[src/rtl/wb_bridge_pkg.sv]
// wb_bridge_pkg: shared types and constants for the core-to-Wishbone bridge.
//   state_e   - bridge FSM states
//   SIZE_*    - core access size encodings (3 is illegal)
//   WDOG_W    - watchdog counter width (covers TIMEOUT_CYCLES up to 1023)
//   req_t     - request fields latched at acceptance that later stages still need
package wb_bridge_pkg;

  typedef enum logic [1:0] {
    ST_IDLE    = 2'd0,
    ST_BUS     = 2'd1,
    ST_BACKOFF = 2'd2,
    ST_RESP    = 2'd3
  } state_e;

  localparam logic [1:0] SIZE_B = 2'd0;
  localparam logic [1:0] SIZE_H = 2'd1;
  localparam logic [1:0] SIZE_W = 2'd2;

  localparam int WDOG_W    = 10;
  localparam int NUM_LANES = 4;

  typedef struct packed {
    logic [1:0] off;   // byte offset within the word
    logic [1:0] size;
    logic       we;
  } req_t;

  // Half must be 2-byte aligned, word 4-byte aligned, size 3 never legal.
  function automatic logic is_misaligned(input logic [1:0] size, input logic [1:0] off);
    case (size)
      SIZE_B:  return 1'b0;
      SIZE_H:  return off[0];
      SIZE_W:  return off != 2'd0;
      default: return 1'b1;
    endcase
  endfunction

endpackage

[src/rtl/wb_lane_align.sv]
// wb_lane_align: combinational byte-lane steering for a 32-bit Wishbone port.
//   off_i       in  2   byte offset (addr[1:0])
//   size_i      in  2   access size (SIZE_B/H/W)
//   wdata_i     in  32  LSB-justified store data
//   bus_rdata_i in  32  raw bus read data
//   sel_o       out 4   byte selects
//   wdata_o     out 32  store data replicated across lanes
//   rdata_o     out 32  load data shifted down and zero-extended
//   misalign_o  out 1   request is misaligned or has an illegal size
module wb_lane_align
  import wb_bridge_pkg::*;
(
  input  logic [1:0]  off_i,
  input  logic [1:0]  size_i,
  input  logic [31:0] wdata_i,
  input  logic [31:0] bus_rdata_i,
  output logic [3:0]  sel_o,
  output logic [31:0] wdata_o,
  output logic [31:0] rdata_o,
  output logic        misalign_o
);

  logic [NUM_LANES-1:0][7:0] wlane;
  logic [31:0]               shifted;

  // Replication means every lane already carries the right byte; sel picks it.
  for (genvar l = 0; l < NUM_LANES; l++) begin : g_lane
    assign wlane[l] = (size_i == SIZE_B) ? wdata_i[7:0] :
                      (size_i == SIZE_H) ? wdata_i[8*(l%2) +: 8] :
                                           wdata_i[8*l +: 8];
  end

  assign wdata_o    = wlane;
  assign misalign_o = is_misaligned(size_i, off_i);
  assign shifted    = bus_rdata_i >> {off_i, 3'b000};

  always_comb begin
    sel_o   = 4'b1111;
    rdata_o = shifted;
    case (size_i)
      SIZE_B: begin
        sel_o   = 4'b0001 << off_i;
        rdata_o = {24'b0, shifted[7:0]};
      end
      SIZE_H: begin
        sel_o   = 4'b0011 << off_i;
        rdata_o = {16'b0, shifted[15:0]};
      end
      default: ;
    endcase
  end

endmodule

[src/rtl/wb_core_bridge.sv]
// wb_core_bridge: turns core LSU requests into single Wishbone classic cycles.
//   wb_clk_i / wb_rst_n_i         clock, async active-low reset
//   req_valid_i/req_ready_o       request handshake (ready only in IDLE)
//   req_addr_i/we_i/size_i/wdata_i request payload
//   rsp_valid_o/rsp_ready_i       response handshake
//   rsp_rdata_o/rsp_err_o         zero-extended load data, error flag
//   wb_io_*_o                     Wishbone master outputs (all registered)
//   wb_io_dat_i/ack_i/err_i/rty_i Wishbone slave returns
// Terminations: err > ack > rty. rty re-issues up to MAX_RETRY times via a
// one-cycle stb gap; a watchdog forces an error after TIMEOUT_CYCLES stb cycles.
module wb_core_bridge
  import wb_bridge_pkg::*;
#(
  parameter int TIMEOUT_CYCLES = 255,
  parameter int MAX_RETRY      = 3
) (
  input  logic        wb_clk_i,
  input  logic        wb_rst_n_i,
  input  logic        req_valid_i,
  output logic        req_ready_o,
  input  logic [31:0] req_addr_i,
  input  logic        req_we_i,
  input  logic [1:0]  req_size_i,
  input  logic [31:0] req_wdata_i,
  output logic        rsp_valid_o,
  input  logic        rsp_ready_i,
  output logic [31:0] rsp_rdata_o,
  output logic        rsp_err_o,
  output logic [31:0] wb_io_adr_o,
  output logic [31:0] wb_io_dat_o,
  output logic [3:0]  wb_io_sel_o,
  output logic        wb_io_we_o,
  output logic        wb_io_cyc_o,
  output logic        wb_io_stb_o,
  input  logic [31:0] wb_io_dat_i,
  input  logic        wb_io_ack_i,
  input  logic        wb_io_err_i,
  input  logic        wb_io_rty_i
);

  localparam int                RTY_W     = (MAX_RETRY < 2) ? 1 : $clog2(MAX_RETRY + 1);
  localparam logic [WDOG_W-1:0] WDOG_LAST = WDOG_W'(TIMEOUT_CYCLES - 1);
  localparam logic [RTY_W-1:0]  RTY_MAX   = RTY_W'(MAX_RETRY);

  state_e             state_q;
  req_t               req_q;
  logic [WDOG_W-1:0]  wdog_q, wdog_d;
  logic [RTY_W-1:0]   rty_q, rty_d;
  logic               rdy_q, cyc_q, stb_q, we_q;
  logic [3:0]         sel_q;
  logic [31:0]        adr_q, dat_q;
  logic               rsp_valid_q, rsp_err_q;
  logic [31:0]        rsp_rdata_q;

  logic [1:0]  al_off, al_size;
  logic [3:0]  al_sel;
  logic [31:0] al_wdata, al_rdata;
  logic        al_misalign;
  logic        accept, rty_avail, wdog_hit;

  // In IDLE the aligner works on the live request (to register sel/dat at
  // acceptance); afterwards it uses the latched offset/size for read extraction.
  assign al_off  = (state_q == ST_IDLE) ? req_addr_i[1:0] : req_q.off;
  assign al_size = (state_q == ST_IDLE) ? req_size_i      : req_q.size;

  wb_lane_align u_align (
    .off_i       (al_off),
    .size_i      (al_size),
    .wdata_i     (req_wdata_i),
    .bus_rdata_i (wb_io_dat_i),
    .sel_o       (al_sel),
    .wdata_o     (al_wdata),
    .rdata_o     (al_rdata),
    .misalign_o  (al_misalign)
  );

  assign accept    = (state_q == ST_IDLE) & rdy_q & req_valid_i;
  assign rty_avail = rty_q < RTY_MAX;
  // wdog_q counts completed stb-high cycles minus one, so a hit here means
  // this edge closes the TIMEOUT_CYCLES-th stb cycle.
  assign wdog_hit  = wdog_q == WDOG_LAST;
  assign wdog_d    = wdog_q + 1'b1;
  assign rty_d     = rty_q + 1'b1;

  always_ff @(posedge wb_clk_i or negedge wb_rst_n_i) begin
    if (!wb_rst_n_i) begin
      state_q     <= ST_IDLE;
      req_q       <= '0;
      wdog_q      <= '0;
      rty_q       <= '0;
      rdy_q       <= 1'b0;
      cyc_q       <= 1'b0;
      stb_q       <= 1'b0;
      we_q        <= 1'b0;
      sel_q       <= '0;
      adr_q       <= '0;
      dat_q       <= '0;
      rsp_valid_q <= 1'b0;
      rsp_err_q   <= 1'b0;
      rsp_rdata_q <= '0;
    end else begin
      case (state_q)
        ST_IDLE: begin
          rdy_q <= 1'b1;
          if (accept) begin
            rdy_q      <= 1'b0;
            req_q.off  <= req_addr_i[1:0];
            req_q.size <= req_size_i;
            req_q.we   <= req_we_i;
            wdog_q     <= '0;
            rty_q      <= '0;
            if (al_misalign) begin
              state_q     <= ST_RESP;
              rsp_valid_q <= 1'b1;
              rsp_err_q   <= 1'b1;
              rsp_rdata_q <= '0;
            end else begin
              state_q <= ST_BUS;
              cyc_q   <= 1'b1;
              stb_q   <= 1'b1;
              we_q    <= req_we_i;
              sel_q   <= al_sel;
              adr_q   <= {req_addr_i[31:2], 2'b00};
              dat_q   <= al_wdata;
            end
          end
        end

        ST_BUS: begin
          if (wb_io_ack_i && !wb_io_err_i) begin
            state_q     <= ST_RESP;
            cyc_q       <= 1'b0;
            stb_q       <= 1'b0;
            we_q        <= 1'b0;
            sel_q       <= '0;
            rsp_valid_q <= 1'b1;
            rsp_err_q   <= 1'b0;
            rsp_rdata_q <= al_rdata;
          end else if (wb_io_rty_i && !wb_io_err_i && rty_avail) begin
            state_q <= ST_BACKOFF;
            stb_q   <= 1'b0;
            rty_q   <= rty_d;
          end else if (wb_io_err_i || wb_io_rty_i || wdog_hit) begin
            // bus error, retries exhausted, or watchdog
            state_q     <= ST_RESP;
            cyc_q       <= 1'b0;
            stb_q       <= 1'b0;
            we_q        <= 1'b0;
            sel_q       <= '0;
            rsp_valid_q <= 1'b1;
            rsp_err_q   <= 1'b1;
            rsp_rdata_q <= '0;
          end else begin
            wdog_q <= wdog_d;
          end
        end

        ST_BACKOFF: begin
          state_q <= ST_BUS;
          stb_q   <= 1'b1;
          wdog_q  <= '0;
        end

        ST_RESP: begin
          if (rsp_ready_i) begin
            state_q     <= ST_IDLE;
            rdy_q       <= 1'b1;
            rsp_valid_q <= 1'b0;
            rsp_err_q   <= 1'b0;
            rsp_rdata_q <= '0;
          end
        end

        default: state_q <= ST_IDLE;
      endcase
    end
  end

  assign req_ready_o = rdy_q;
  assign rsp_valid_o = rsp_valid_q;
  assign rsp_err_o   = rsp_err_q;
  assign rsp_rdata_o = rsp_rdata_q;
  assign wb_io_adr_o = adr_q;
  assign wb_io_dat_o = dat_q;
  assign wb_io_sel_o = sel_q;
  assign wb_io_we_o  = we_q;
  assign wb_io_cyc_o = cyc_q;
  assign wb_io_stb_o = stb_q;

endmodule

[config.mk]
export PLATFORM = sky130hd
export DESIGN_NAME = wb_core_bridge
export DESIGN_NICKNAME = d
export VERILOG_FILES = /design/src/rtl/wb_bridge_pkg.sv /design/src/rtl/wb_lane_align.sv /design/src/rtl/wb_core_bridge.sv
export SDC_FILE = /design/constraint.sdc
export NUM_CORES = 1
export LEC_CHECK = 0
export BUFFER_PORTS_ARGS = -buffer_cell sky130_fd_sc_hd__buf_2
export CORE_MARGIN = 1
export CORE_UTILIZATION = 44
export CTS_CLUSTER_SIZE = 10
export DETAILED_ROUTE_END_ITERATION = 16
export PLACE_DENSITY = 0.75
export REMOVE_ABC_BUFFERS = 1
export SLEW_MARGIN = 20
export SYNTH_ARGS = -nofsm -noshare
export SYNTH_HDL_FRONTEND = slang
export SYNTH_SLANG_ARGS = --single-unit
[constraint.sdc]
create_clock -name wb_clk_i -period 2.08 [get_ports wb_clk_i]
set_clock_uncertainty 0.2 [all_clocks]
set_input_delay 0.416 -clock wb_clk_i [delete_from_list [all_inputs] [get_ports wb_clk_i]]
set_output_delay 0.416 -clock wb_clk_i [all_outputs]
set_load 0.1 [all_outputs]
---- Word-level counts from Yosys, hierarchy flattened ----
Cells that the tools add are included.
cells by class
  bitwise operators ....................... 3
  $mul .................................... 0
  multiplexer cells ....................... 63
  div/mod/pow operators ................... 0
  shift-type cells ........................ 3
  order comparisons ....................... 1
  reduce and logical (&&, ||, !) cells .... 22
  equal/unequal tests ..................... 17
  $add $sub $neg .......................... 2
operator list
  operator               number
  $mux 32                6
  $pmux 32 s3            1
  $pmux 32 s2            1
  $mux 10                4
  $mux 8                 5
  $shr 32x5->32          1
  $pmux 10 s3            1
  $mux 2                 11
  $mux 4                 5
  $mux 1                 18
  $ne 2x2->1 const B     8
  $pmux 4 s2             2
  $pmux 1 s3             4
  $add 10x1->10 const B  1
  $eq 10x8->1 const B    1
  $reduce_and 5->1       2
  $pmux 2 s4             1
  $reduce_and 4->1       2
  $eq 2x2->1 const B     3
  $ne 3x3->1 const B     2
  $pmux 1 s2             3
  $reduce_and 3->1       2
  $reduce_and 6->1       1
  $reduce_bool 2->1      3
  15 further kinds       23
storage, ports and cells
  bits in read-only memories .............. 0
  RAM bits ................................ 0
  input bits .............................. 106
  memories kept ........................... 0
  register bits ........................... 122
  word-level logic and storage cells ...... 126
  output and inout port bits .............. 106
  bits in latches ......................... 0

---- Depth between registers and ports, before layout ----
  depth after elaboration ................. 7
  gate-level depth with buffers ........... 9
  gate-level depth less buffers ........... 7

---- Cells and area by module ----
A second synthesis with hierarchy kept.
second synthesis, totals
  cell total of the unflattened synthesis .. 493
  area, all modules ....................... 6232.2 um^2
by module, submodules not included
  module          instances  area an instance (um^2)  sequential area each (um^2)  cells an instance
  wb_core_bridge  1          5069.9                   3052.9                       352
  wb_lane_align   1          1162.4                   0.0                          141

---- Worst setup path after synthesis ----
OpenSTA, ideal clock, no wires.
  kind .................................... register to register
  start point ............................. register rdy_q, in the netlist req_ready_o
  end point ............................... register wdog_q[5]
  cell stages (with the launch flop) ...... 7
  slack ................................... -577 ps
  arrival ................................. 2379 ps
  setup time .............................. 78 ps
  required time ........................... 1802 ps
  clock period less this slack ............ 2657 ps
  buffers on the path ..................... 1
  path through ............................ dfrtp_1 -> a211oi_1 -> nand2b_1 -> or2_1 -> buf_6 -> or4_1 -> a21oi_1
on the way
  cells in the longest elaborated chain, start to end .. 4
ends and longest elaborated chain
  element                     line                   source
  from (decl)                 wb_core_bridge.sv:49   logic rdy_q, cyc_q, stb_q, we_q;
  from (signal assigned)      wb_core_bridge.sv:91   rdy_q <= 1'b0;
  from (signal assigned)      wb_core_bridge.sv:104  rdy_q <= 1'b1;
  from (signal assigned)      wb_core_bridge.sv:106  rdy_q <= 1'b0;
  $and 1x1->1 (2 in series)   wb_core_bridge.sv:77   assign accept = (state_q == ST_IDLE) & rdy_q & req_valid_i;
  $ne 2x2->1 (no line)        -
  $reduce_and 5->1 (no line)  -
  to (signal assigned)        wb_core_bridge.sv:154  wdog_q <= wdog_d;
  to (decl)                   wb_core_bridge.sv:47   logic [WDOG_W-1:0] wdog_q, wdog_d;
Every way passes these cells.
A chain may end at the register's enable or synchronous reset.

---- Final worst setup path ----
  start point ............................. register state_q[1]
  end point ............................... register adr_q[12], in the netlist wb_io_adr_o[12]
on the way
  cells in the longest elaborated chain, start to end .. 6
  elaborated cells on any way between the ends .. 12
  classes of those cells .................. eq/ne: 2; mux: 3; bitwise: 3; reduce/logical: 4
ends and longest elaborated chain
  element                             line                                        source
  from (decl)                         wb_core_bridge.sv:45                        state_e state_q;
  from (signal assigned)              wb_core_bridge.sv:87                        state_q <= ST_IDLE;
  from (signal assigned)              wb_core_bridge.sv:113                       state_q <= ST_RESP;
  from (signal assigned)              wb_core_bridge.sv:118                       state_q <= ST_BUS;
  $logic_not 2->1 (*)                 -
  $mux 2 (on tied branches)           wb_core_bridge.sv:64, wb_core_bridge.sv:63
  $eq 2x2->1 (tied with other cells)  wb_bridge_pkg.sv:30                         case (size)
  $pmux 1 s3                          wb_bridge_pkg.sv:30
  $not 1->1 (no line)                 -
  $reduce_and 3->1 (no line) (*)      -
  to (signal assigned)                wb_core_bridge.sv:123                       adr_q <= {req_addr_i[31:2], 2'b00};
  to (decl)                           wb_core_bridge.sv:51                        logic [31:0] adr_q, dat_q;
Mark *: on every way between the ends. The rest lies on a longest branch, timed or not.

==> reports/qor.csv <==
stage,metric,value,unit
sta,Final Hold Viols,0,
finish,register area,3060,µm²
finish,Nets,895,
sta,RSZ-0062 raised after global routing,yes,
clock_network,H-Tree Level Count,4,
synthesis,post-synthesis cell area,5960,µm²
sta,Worst Max-Slew Pin Slew,0.690,ns
synthesis,most common flop cell mapped by yosys,dfrtp_1,
worst_setup_path,CP Cell Sequence,or2_4 -> mux2i_4 -> a31oi_4 -> buf_6 -> clkbuf_16 -> mux2_4,
drt,final wirelength,18.8,mm
finish,Layout area overhead,52.3,%
sta,final slew viol count,0,
grt,largest net degree at the start of global routing,43,
drt,Initial DRC Count,246,
sta,slew margin rel.,53.9,%
clock_network,Clock Path Buffers,2,
grt,Congestion Overflow GR,0,
grt,first-pass GRT wire length,28.0,mm
clock_network,CTS Buf Count,17,
die,I/O pins,212,
worst_setup_path,worst path bufs/invs,2,
finish,area of the multi-input gates,2980,µm²
grt,initial antenna violation count,1,
worst_setup_path,Crit Path Max Fanout,6,
sta,Fmax achieved,439,MHz
finish,fill count,972,
sta,post-layout min period,2.28,ns
die,height of the die,118,µm
die,Initial Util,45.0,%
placed_design,Post-DP HPWL,11.5,mm
worst_setup_path,kind of cell adding the most delay to the critical path,multiplexers,
clock_network,clk root buf,clkbuf_16,
die,Die Footprint,14000,µm²
worst_setup_path,Worst Setup Path Type,flip-flop to flip-flop,
worst_setup_path,max incr delay on CP,0.44,ns
drt,via count,5319,
sta,final worst slack,-0.196,ns
drt,number of remaining DRC errors,0,
placed_design,routability cong.,0.806,
clock_network,Clock transition at path regs,0.06,ns
grt,number of global-route vias before repair,5578,
synthesis,Yosys reg bits,122,
sta,hold slack,0.0247,ns
drt,routed vias/inst,5.46,
die,core box area,13200,µm²
synthesis,register area share after synthesis,51.2,%
finish,"commonest non-fill, non-tap cells in the layout","buf_2 (208), dfrtp_1 (120), buf_4 (53)",
synthesis,Synth async-reset ratio,100,%
worst_setup_path,crit path max-delay cell type,dfrtp_2,
die,num rows,42,
synthesis,"Avg Cell Area, Syn",12.0,µm²
sta,crit share post-route,109,%
run_status,failing checks,negative setup slack,
worst_setup_path,Worst EP arrival,2.37,ns
drt,final antenna-violating net count,0,
die,die width,118,µm
drt,DR pass1 iterations,4,
worst_setup_path,critical path endpoint category,flip-flop,
finish,share of layout cells above drive strength 1,54.3,%
clock_network,clk_lat worst skew,0.42,ns
finish,"leading cell type in the layout, fill and taps excluded",buf_2,
drt,WL/cell,19.3,µm
clock_network,CTS tree,built,
synthesis,Cell variety after synth,55,
clock_network,clock sink count,122,
worst_setup_path,Setup crit start kind,flip-flop,
run_status,outcome,"finished, violations left",
worst_hold_path,HP Class,input pin to flip-flop,
worst_setup_path,CP required,2.18,ns
sta,final setup violation count,101,
finish,antenna cells,0,
run,Max-cap violations,0,
synthesis,"EDFF count, synth",0,
synthesis,Ys Warns,0,
grt,total track usage,26.0,%
placed_design,number of port buffers,209,
synthesis,Mapped Cells,496,
==> cell type report <==
class	count	share of cell area, %
timing repair buffer	302	24.2
clock inverter	11	1.60
tap	176	2.43
clock buffer	21	4.96
multi-input combinational	337	32.9
sequential	122	33.7
inverter	6	0.248
==> registers in the layout, summed over array words and instances, names as in the netlist, 2 cells and up <==
signal       count
req_q            4
rsp_rdata_o     32
rty_q            2
state_q          2
wb_io_adr_o     30
wb_io_dat_o     32
wb_io_sel_o      4
wdog_q          10
==> cells by family (layout without fill, tap and decap cells) <==
group,after synthesis,in the layout,synth area share [%]
buffers and inverters,38,340,3.84
AOI/OAI and AO/OA,123,123,15.8
adders and majority gates,3,3,0.630
muxes,97,97,19.0
and+or+nand+nor,109,109,8.92
DFF,122,122,51.2
other,1,2,0.0629
xor gates and xnor gates,3,3,0.441
==> what timing repair did <==
action,4_1_cts,5_1_grt
pin swaps,16,12
hold buffers,1,0
endpoints found under the setup margin,108,114
endpoints found under the hold margin,29,0
cloned,6,7
gates resized for setup,50,45
buffers inserted,16,2
==> cell usage after synthesis (all sizes together) (2+ instances only) <==
cell type | count | area [µm²]
buf | 24 | 176
a21o | 10 | 75.1
nor3 | 7 | 35.0
a211oi | 10 | 95.1
xnor2 | 2 | 17.5
nand4 | 3 | 18.8
or2 | 4 | 25.0
nand3 | 5 | 25.0
or3 | 2 | 12.5
clkbuf | 8 | 30.0
o21ai | 24 | 120
a32o | 8 | 80.1
a22oi | 2 | 15.0
a21oi | 14 | 70.1
and2 | 2 | 12.5
o31ai | 4 | 30.0
nand2b | 5 | 31.3
inv | 6 | 22.5
nor2 | 22 | 100
nor4 | 3 | 18.8
ha | 3 | 37.5
a2bb2oi | 8 | 70.1
a22o | 11 | 96.3
or4 | 4 | 30.0
o2bb2ai | 18 | 158
nand2 | 46 | 173
o211ai | 3 | 22.5
a21boi | 3 | 22.5
mux2i | 52 | 533
dfrtp | 122 | 3050
mux2 | 45 | 601
==> layer usage <==
metal	part of all wire (%)	vias up	GRT usage (%)
met2	53	234	44.5
met5	0.069	-	0
met3	6.7	41	8.06
met1	38	2632	29.9
met4	2.3	2	11.1
li1	-	2410	-
==> through the flow <==
step | instances | setup TNS (ns) | utilization [%] | instance area [µm²] | setup WS (ns)
after CTS | 967 | -6.93 | 65.8 | 8710 | -0.122
after floorplan | 465 | -237.06 | - | 5760 | -2.99
after global routing | 975 | -15.65 | 68.5 | 9070 | -0.230
after detailed placement | 912 | -16.44 | 57.7 | 7640 | -0.270
after global placement | 912 | -11.40 | 57.7 | 7640 | -0.187
final | 975 | -11.19 | 68.5 | 9070 | -0.196
==> path summary, 6_finish.rpt <==
check | from | to | slack [ns] | depth (start not counted)
worst min-delay path | req_addr_i[25] | wb_io_adr_o[25]$_DFFE_PN0P_ | 0.02 | 2
worst min register to register | wb_io_dat_o[26]$_DFFE_PN0P_ | wb_io_dat_o[26]$_DFFE_PN0P_ | 0.27 | 1
max in group asynchronous | wb_rst_n_i | rty_q[0]$_DFFE_PN0P_ | 0.78 | 3
min in group asynchronous | wb_rst_n_i | wdog_q[6]$_DFFE_PN0P_ | 0.30 | 2
worst max-delay path | state_q[1]$_DFFE_PN0P_ | wb_io_adr_o[12]$_DFFE_PN0P_ | -0.20 | 6
worst max register to register | state_q[1]$_DFFE_PN0P_ | wb_io_adr_o[12]$_DFFE_PN0P_ | -0.20 | 6
Power is not shown: default switching activity piles up to over one toggle a cycle in this logic, so the estimate is an artifact.
